## config.mk

```make
export PLATFORM = sky130hd
export DESIGN_NAME = hkspi_slave
export DESIGN_NICKNAME = d
export VERILOG_FILES = /design/src/rtl/hkspi_pkg.sv /design/src/rtl/hkspi_sync.sv /design/src/rtl/hkspi_slave.sv
export SDC_FILE = /design/constraint.sdc
export NUM_CORES = 1
export LEC_CHECK = 0
export CORE_ASPECT_RATIO = 0.6
export CORE_MARGIN = 2
export CORE_UTILIZATION = 35
export DETAILED_ROUTE_END_ITERATION = 8
export GPL_TIMING_DRIVEN = 1
export SKIP_CTS_REPAIR_TIMING = 1
export SYNTH_ARGS = -nofsm -noshare
export SYNTH_HDL_FRONTEND = slang
export SYNTH_SLANG_ARGS = --single-unit
export TNS_END_PERCENT = 20
```

## constraint.sdc

```tcl
create_clock -name clock -period 2.05 [get_ports clock]
set_clock_uncertainty 0.05 [all_clocks]
set_input_delay 0.205 -clock clock [delete_from_list [all_inputs] [get_ports clock]]
set_output_delay 0.205 -clock clock [all_outputs]
set_load 0.02 [all_outputs]
```

## src/rtl/hkspi_pkg.sv

```systemverilog
// Housekeeping SPI responder: shared constants and types.
//   CMD_*          : command-byte mode field values (bits [7:6])
//   hkspi_state_e  : transaction states
//   BYTE_W         : SPI byte width
package hkspi_pkg;
    localparam int BYTE_W = 8;

    localparam logic [1:0] CMD_NOP = 2'b00;
    localparam logic [1:0] CMD_RD  = 2'b01;
    localparam logic [1:0] CMD_WR  = 2'b10;
    localparam logic [1:0] CMD_RW  = 2'b11;

    typedef enum logic [2:0] {
        IDLE,
        COMMAND,
        ADDRESS,
        DATA,
        DONE
    } hkspi_state_e;
endpackage

```

## src/rtl/hkspi_sync.sv

```systemverilog
// Pad synchronizers for the housekeeping SPI inputs plus SCK edge detect.
// Ports:
//   clock, resetb        core clock, async active-low reset
//   spi_sck/csb/sdi      asynchronous pad inputs
//   csb_s, sdi_s         synchronized chip select / data in
//   sck_rise, sck_fall   one-cycle SCK edge pulses, suppressed while csb_s is high
module hkspi_sync #(
    parameter int SYNC_STAGES = 2
) (
    input  logic clock,
    input  logic resetb,
    input  logic spi_sck,
    input  logic spi_csb,
    input  logic spi_sdi,
    output logic csb_s,
    output logic sdi_s,
    output logic sck_rise,
    output logic sck_fall
);
    logic [SYNC_STAGES-1:0] sck_sr;
    logic [SYNC_STAGES-1:0] csb_sr;
    logic [SYNC_STAGES-1:0] sdi_sr;
    logic                   sck_d;
    logic                   sck_s;

    // CSB resets to deselected so busy reads 0 out of reset.
    always_ff @(posedge clock or negedge resetb) begin
        if (!resetb) begin
            sck_sr <= '0;
            csb_sr <= '1;
            sdi_sr <= '0;
            sck_d  <= 1'b0;
        end else begin
            sck_sr <= {sck_sr[SYNC_STAGES-2:0], spi_sck};
            csb_sr <= {csb_sr[SYNC_STAGES-2:0], spi_csb};
            sdi_sr <= {sdi_sr[SYNC_STAGES-2:0], spi_sdi};
            sck_d  <= sck_sr[SYNC_STAGES-1];
        end
    end

    assign sck_s    = sck_sr[SYNC_STAGES-1];
    assign csb_s    = csb_sr[SYNC_STAGES-1];
    assign sdi_s    = sdi_sr[SYNC_STAGES-1];
    assign sck_rise =  sck_s & ~sck_d & ~csb_s;
    assign sck_fall = ~sck_s &  sck_d & ~csb_s;
endmodule

```

## src/rtl/hkspi_slave.sv

```systemverilog
// Housekeeping SPI responder (mode 0). Decodes command and address bytes and
// streams data bytes to/from a byte-wide register port with auto-increment.
// Optional build macro: HKSPI_FIXED_LEN_EN (command bits [5:3] = byte count).
// Ports:
//   clock, resetb                    core clock, async active-low reset
//   spi_sck/csb/sdi, spi_sdo(_oe)    SPI pad interface
//   reg_addr/wdata/we/re, reg_rdata  register-file port (rdata valid cycle after re)
//   busy                             synchronized CSB low
//
// state   | meaning
// IDLE    | deselected, waiting for CSB low
// COMMAND | shifting in the command byte
// ADDRESS | shifting in the address byte
// DATA    | streaming data bytes
// DONE    | ignoring SCK until CSB high
module hkspi_slave
    import hkspi_pkg::*;
#(
    parameter int SYNC_STAGES = 2,
    parameter int ADDR_W      = 8
) (
    input  logic              clock,
    input  logic              resetb,
    input  logic              spi_sck,
    input  logic              spi_csb,
    input  logic              spi_sdi,
    output logic              spi_sdo,
    output logic              spi_sdo_oe,
    output logic [ADDR_W-1:0] reg_addr,
    output logic [7:0]        reg_wdata,
    output logic              reg_we,
    output logic              reg_re,
    input  logic [7:0]        reg_rdata,
    output logic              busy
);
    logic                csb_s, sdi_s, sck_rise, sck_fall;
    hkspi_state_e        state_q, state_d;
    logic [2:0]          bit_cnt_q;
    logic [BYTE_W-2:0]   rx_q;
    logic [BYTE_W-1:0]   tx_q;
    logic [BYTE_W-1:0]   wdata_q;
    logic [ADDR_W-1:0]   addr_q;
    logic [1:0]          mode_q;
    logic                re_q, we_q, ld_q, oe_q;
    logic                byte_done, last_byte;
    logic [BYTE_W-1:0]   rx_byte;
    logic [7:0]          addr_inc;

    hkspi_sync #(.SYNC_STAGES(SYNC_STAGES)) u_sync (
        .clock    (clock),
        .resetb   (resetb),
        .spi_sck  (spi_sck),
        .spi_csb  (spi_csb),
        .spi_sdi  (spi_sdi),
        .csb_s    (csb_s),
        .sdi_s    (sdi_s),
        .sck_rise (sck_rise),
        .sck_fall (sck_fall)
    );

    assign byte_done = sck_rise && (bit_cnt_q == 3'd7);
    assign rx_byte   = {rx_q, sdi_s};
    // Increment wraps within the 8-bit address space.
    assign addr_inc  = addr_q[7:0] + 8'd1;

`ifdef HKSPI_FIXED_LEN_EN
    logic [2:0] len_q, byte_cnt_q;
    assign last_byte = (len_q != 3'd0) && ((byte_cnt_q + 3'd1) == len_q);
`else
    assign last_byte = 1'b0;
`endif

    always_ff @(posedge clock or negedge resetb) begin
        if (!resetb) state_q <= IDLE;
        else         state_q <= state_d;
    end

    always_comb begin
        state_d = state_q;
        if (csb_s) begin
            state_d = IDLE;
        end else begin
            case (state_q)
                IDLE:    state_d = COMMAND;
                COMMAND: if (byte_done) state_d = (rx_byte[7:6] == CMD_NOP) ? DONE : ADDRESS;
                ADDRESS: if (byte_done) state_d = DATA;
                DATA:    if (byte_done && last_byte) state_d = DONE;
                DONE:    state_d = DONE;
                default: state_d = IDLE;
            endcase
        end
    end

    always_ff @(posedge clock or negedge resetb) begin
        if (!resetb) begin
            bit_cnt_q <= '0;
            rx_q      <= '0;
            tx_q      <= '0;
            wdata_q   <= '0;
            addr_q    <= '0;
            mode_q    <= CMD_NOP;
            re_q      <= 1'b0;
            we_q      <= 1'b0;
            ld_q      <= 1'b0;
            oe_q      <= 1'b0;
`ifdef HKSPI_FIXED_LEN_EN
            len_q      <= '0;
            byte_cnt_q <= '0;
`endif
        end else begin
            re_q <= 1'b0;
            we_q <= 1'b0;
            ld_q <= re_q;
            if (csb_s) begin
                bit_cnt_q <= '0;
                oe_q      <= 1'b0;
                ld_q      <= 1'b0;
`ifdef HKSPI_FIXED_LEN_EN
                byte_cnt_q <= '0;
`endif
            end else begin
                if (sck_rise) begin
                    rx_q      <= rx_byte[BYTE_W-2:0];
                    bit_cnt_q <= bit_cnt_q + 3'd1;
                end
                // Falls following rises 1..7 shift; the fall after the 8th
                // rise (bit_cnt back at 0) keeps the freshly loaded MSB.
                if (ld_q) begin
                    tx_q <= reg_rdata;
                    oe_q <= 1'b1;
                end else if (sck_fall && (bit_cnt_q != 3'd0)) begin
                    tx_q <= tx_q << 1;
                end
                if (sck_fall && (state_q == DONE)) oe_q <= 1'b0;

                if (byte_done) begin
                    case (state_q)
                        COMMAND: begin
                            mode_q <= rx_byte[7:6];
`ifdef HKSPI_FIXED_LEN_EN
                            len_q  <= rx_byte[5:3];
`endif
                        end
                        ADDRESS: begin
                            addr_q <= ADDR_W'(rx_byte);
                            re_q   <= (mode_q == CMD_RD) || (mode_q == CMD_RW);
                        end
                        DATA: begin
                            if (mode_q == CMD_RD) begin
                                addr_q <= ADDR_W'(addr_inc);
                                re_q   <= 1'b1;
                            end
                            if ((mode_q == CMD_WR) || (mode_q == CMD_RW)) begin
                                we_q    <= 1'b1;
                                wdata_q <= rx_byte;
                            end
`ifdef HKSPI_FIXED_LEN_EN
                            byte_cnt_q <= byte_cnt_q + 3'd1;
`endif
                        end
                        default: ;
                    endcase
                end

                // Write lands at the current address, then the address moves
                // on; read-write mode fetches the next byte one cycle later.
                if (we_q) begin
                    addr_q <= ADDR_W'(addr_inc);
                    re_q   <= (mode_q == CMD_RW);
                end
            end
        end
    end

    assign spi_sdo    = oe_q & tx_q[BYTE_W-1];
    assign spi_sdo_oe = oe_q;
    assign reg_addr   = addr_q;
    assign reg_wdata  = wdata_q;
    assign reg_we     = we_q;
    assign reg_re     = re_q;
    assign busy       = ~csb_s;
endmodule
```

## Yosys cells after proc, flatten, opt, wreduce, memory -nomap -nowiden

Index checks and enable logic that the tools add are counted.

| word-level totals | value |
|---|---|
| register bits | 50 |
| input port bits | 13 |
| output and inout port bits | 21 |

| operators by class | value |
|---|---|
| add/subtract/negate cells | 2 |
| eq/ne operators | 12 |
| mux-type cells | 26 |
| bitwise operators | 8 |
| reduce and logical (&&, ||, !) cells | 19 |

Operator list:

| cell | count |
|---|---|
| $mux 8 | 5 |
| $mux 3 | 6 |
| $pmux 8 s2 | 1 |
| $pmux 3 s5 | 1 |
| $mux 1 | 12 |
| $reduce_bool 3->1 | 3 |
| $add 8x1->8 const B | 1 |
| $reduce_and 4->1 | 2 |
| $eq 3x2->1 const B | 2 |
| $eq 3x3->1 const B | 2 |
| $ne 3x2->1 const B | 2 |
| $reduce_and 3->1 | 2 |
| $reduce_bool 2->1 | 3 |
| $and 1x1->1 | 5 |
| $eq 2x2->1 const B | 2 |
| $reduce_and 2->1 | 2 |
| $add 3x1->3 const B | 1 |
| $eq 3x1->1 const B | 1 |
| $logic_and 1x1->1 | 3 |
| $logic_not 3->1 | 1 |
| $ne 3x3->1 const B | 1 |
| $not 1->1 | 3 |
| $eq 2x1->1 const B | 1 |
| $logic_not 2->1 | 1 |
| other kinds (3) | 4 |

## Longest topological paths before layout

| logic depth | value |
|---|---|
| depth in word-level cells | 7 |
| mapped depth | 7 |

## Hierarchy

A second synthesis with hierarchy kept.

| unflattened totals | value |
|---|---|
| cells, all modules | 192 |
| area, all modules | 2297.2 um2 |

Modules (own cells, without submodules):

| module | instances | cells each | area each (um2) |
|---|---|---|---|
| hkspi_slave | 1 | 183 | 2104.5 |
| hkspi_sync | 1 | 9 | 192.7 |

## Least setup slack after synthesis

Ideal clock, no wire load.

| timing path | value |
|---|---|
| path type | flip-flop to flip-flop |
| start | reg bit_cnt_q[0] |
| end | reg wdata_q[0], in the netlist reg_wdata[0] |
| setup time | 0.125 ns |
| arrival | 1.692 ns |
| path slack | 0.183 ns |
| stages on the path, launching flop included | 8 |
| cells stage by stage | dfrtp_1 -> ha_1 -> ha_1 -> nand4bb_4 -> nor3b_4 -> and3_4 -> buf_12 -> mux2_4 |

| on the way | value |
|---|---|
| longest elaborated chain between the ends | 3 |

Ends and longest elaborated chain:

| item | line | RTL |
|---|---|---|
| start: declaration | hkspi_slave.sv:38 | `logic [2:0] bit_cnt_q;` |
| start signal: assignment | hkspi_slave.sv:124 | `bit_cnt_q <= bit_cnt_q + 3'd1;` |
| $eq 3x3->1 | hkspi_slave.sv:61 | `assign byte_done = sck_rise && (bit_cnt_q == 3'd7);` |
| $logic_and 1x1->1 | hkspi_slave.sv:61 |  |
| $reduce_and 4->1 (no line) | -- |  |
| end signal: assignment | hkspi_slave.sv:155 | `wdata_q <= rx_byte;` |
| end: declaration | hkspi_slave.sv:41 | `logic [BYTE_W-1:0] wdata_q;` |

Every way passes these cells.
A chain may end at the register's enable or synchronous reset.

## Worst setup path in the final report

| timing path | value |
|---|---|
| start | reg bit_cnt_q[1] |
| end | reg wdata_q[5], in the netlist reg_wdata[5] |

Same word-level chain as after synthesis.

==> out/qor.yml <==
synthesis:
  synth_enable_flop_cells: 0
  syn_inst: 184
  ys_seq_elements: 50
  async_reset_ff_share_pct: 100
  ys_seq_area_share_pct: 53.9
  yosys.area.top_type: "dfrtp_1"
  synth_area_leaders: "dfrtp_1, mux2_2, mux2_4"
  post_synth_num_cell_types: 41
  synth_top_cell_area_share_pct: 51.7
  syn_area_per_cell_sq_um: 12.6
  ys.flop_type: "dfrtp_1"
  syn-cell-area_sq_um: 2320
  synthesis.nets: 201
  yosys_warnings: 0
  yosys-top-cells-count: "dfrtp_1, mux2_2, nor2_1, nand2_1, mux2_4"
  synth_most_common_cell: "dfrtp_1"
grt:
  use_met2_pct: 17.8
  grt_max_degree: 23
  grt_util_met1_pct: 21.4
  grt_usage_pct: 13.7
  grt-ovfl-total: 0
  grtUsageMet3_pct: 4.05
  grt_pass1_wl_microns: 7600
  grt_pass1_vias: 1492
  grt-busiest-layer: "met1"
  antenna_found_initial: 0
setup_path:
  crit_chain: "ha_2 -> ha_4 -> nand4bb_4 -> nor3b_4 -> and3_4 -> mux2_4"
  crit_fanout: 5
  start_kind: "flop"
  arrival_ns: 2.13
  critPathRequiredTime_ns: 2.18
  critPathSlowestCell: "dfrtp_1"
  cp-end-kind: "flop"
  cpPeakStageDelay_ns: 0.38
  path_class: "flop to flop"
route:
  drt_iter0_markers: 79
  wl_microns: 4700
  wire_per_inst_microns: 15.0
  vias: 1576
  drtPass1Iterations: 4
  drtAntennaViolNets: 0
  via_per_inst: 5.04
  drc_errors: 0
cts:
  clk_path_buf_depth: 2
  cts_root_buf: "clkbuf_8"
  clk_pin_slew_ns: 0.09
  clkLatencyLatePin_ns: 0.31
  htreeDepth: 2
  tritoncts: "done"
  clock_sinks: 50
  numCtsBuffers: 5
die:
  die_y_microns: 67.1
  ios: 34
  num_rows: 22
  die_x_microns: 109
  start_util_pct: 37.0
  core_sq_um: 6280
  die_area_sq_um: 7330
timing:
  worstMarginPinSlew_ns: 0.497
  finalWorstSetupSlack_ns: 0.0504
  grt_setup_unrepaired: "yes"
  setup_viol: 0
  fmax_mhz: 500
  slew_headroom_pct: 66.9
  min_period_over_period_pct: 97.5
  timing.final.hold_violations: 0
  finalCriticalPeriod_ns: 2.00
  slew_viol_final: 0
job:
  maxCapViolations: 0
power_and_ir_drop:
  powerDensity_nw_per_um2: 774
  ir_worst_vdd_v: 0.000354
  p_leak_nw: 1.29
final_layout:
  diodes: 0
  drive_gt1_share_pct: 26.6
  final_util_pct: 46.7
  fin_nets: 245
  area_delta_synth_final_pct: 26.2
place:
  port_buffers: 33
  dp_hpwl_microns: 3300
  routabilityCongestion: 0.816
  pre_cts_slack_ns: 0.0701
hold_path:
  holdCritPathClass: "input pin to flop"
run_status:
  outcome: "complete, no violations"
## final timing paths
| check | slack [ns] | endpoint | from | depth (start not counted) |
|---|---|---|---|---|
| worst min-delay path | 0.27 | u_sync.csb_sr[0]$_DFF_PN1_ | spi_csb | 1 |
| max in group asynchronous | 0.97 | mode_q[1]$_DFFE_PN0P_ | resetb | 3 |
| worst max-delay path | 0.05 | reg_wdata[5]$_DFFE_PN0P_ | bit_cnt_q[1]$_DFFE_PN0P_ | 6 |
| worst max register to register | 0.05 | reg_wdata[5]$_DFFE_PN0P_ | bit_cnt_q[1]$_DFFE_PN0P_ | 6 |
| min in group asynchronous | 0.34 | u_sync.sdi_sr[0]$_DFF_PN0_ | resetb | 2 |
| worst min register to register | 0.31 | u_sync.sck_sr[1]$_DFF_PN0_ | u_sync.sck_sr[0]$_DFF_PN0_ | 0 |
## power breakdown
group	switching (mW)	internal, mW
Combinational	0.0887	0.166
Sequential	0.108	1.09
Clock	0.334	0.489
Total	0.530	1.74
## placed cells by master, fill, tap and decap left out, drive strengths merged, types with 2 or more instances in the layout
cell and n:
inv 7, nand2b 4, clkbuf 5, nor3 4, nand3 4, nor2b 3, a22oi 2, a21oi 5
nor2 11, o2bb2a 2, clkdlybuf4s50 32, o21ai 6, o22ai 7, o22a 2, ha 4, bufinv 2
nand2 9, a211oi 2, mux2 31, dfstp 2, a31oi 3, a2bb2oi 5, or2 3, and3 4
nor3b 2, dfrtp 48, buf 10
## flip-flops by register name, summed over array words and instances (netlist names)
register and flops:
tx_q 8, mode_q 2, u_sync.sck_d 1, reg_wdata 8, reg_addr 8, u_sync.csb_sr 2, u_sync.sck_sr 2, state_q 3
ld_q 1, reg_re 1, rx_q 7, reg_we 1, spi_sdo_oe 1, bit_cnt_q 3, u_sync.sdi_sr 2
## cell families (layout without fill, tap and decap cells)
kind of cell | Yosys count | after routing | synth area share (%)
flip-flops | 50 | 50 | 53.9
adder cells (fa/ha/maj) | 4 | 4 | 2.15
XOR/XNOR | 1 | 1 | 0.377
AO/OA/AOI/OAI | 36 | 36 | 10.8
buffers and inverters | 14 | 58 | 3.71
AND/OR/NAND/NOR | 47 | 48 | 12.3
multiplexers | 32 | 32 | 16.7
## layout make-up
cell class	count	area (sq um)
Fill cell	586	3340
Timing Repair Buffer	43	403
Sequential cell	50	1250
Tap cell	84	105
Clock inverter	3	68.8
Multi-Input combinational cell	121	1010
Clock buffer	5	68.8
Inverter	7	26.3
## metrics by stage
stage	std cells	area [sq um]	total power, mW	hold slack [ns]	TNS, ns
global route	313	2930	2.39	0.256	-0.210
finish	313	2930	2.27	0.265	0
detailed placement	302	2760	1.47	0.148	0
CTS	310	2890	2.30	-0.193	0
global placement	302	2760	1.46	0.151	0
floorplan	184	2320	1.35	-0.141	0
## critical path: cells and delay by family, from the launching register on
kind                       cells  cell delay [ns]
and+or+nand+nor                3             0.77
DFF                            1             0.38
muxes                          1             0.31
adders and majority gates      2             0.36
## routing by layer
metal / vias up / wire length, microns
met1: 772 / 2540
met5: - / 0
li1: 758 / -
met2: 38 / 1810
met3: 8 / 308
met4: 0 / 54
Power figures use the tool's default switching activity.
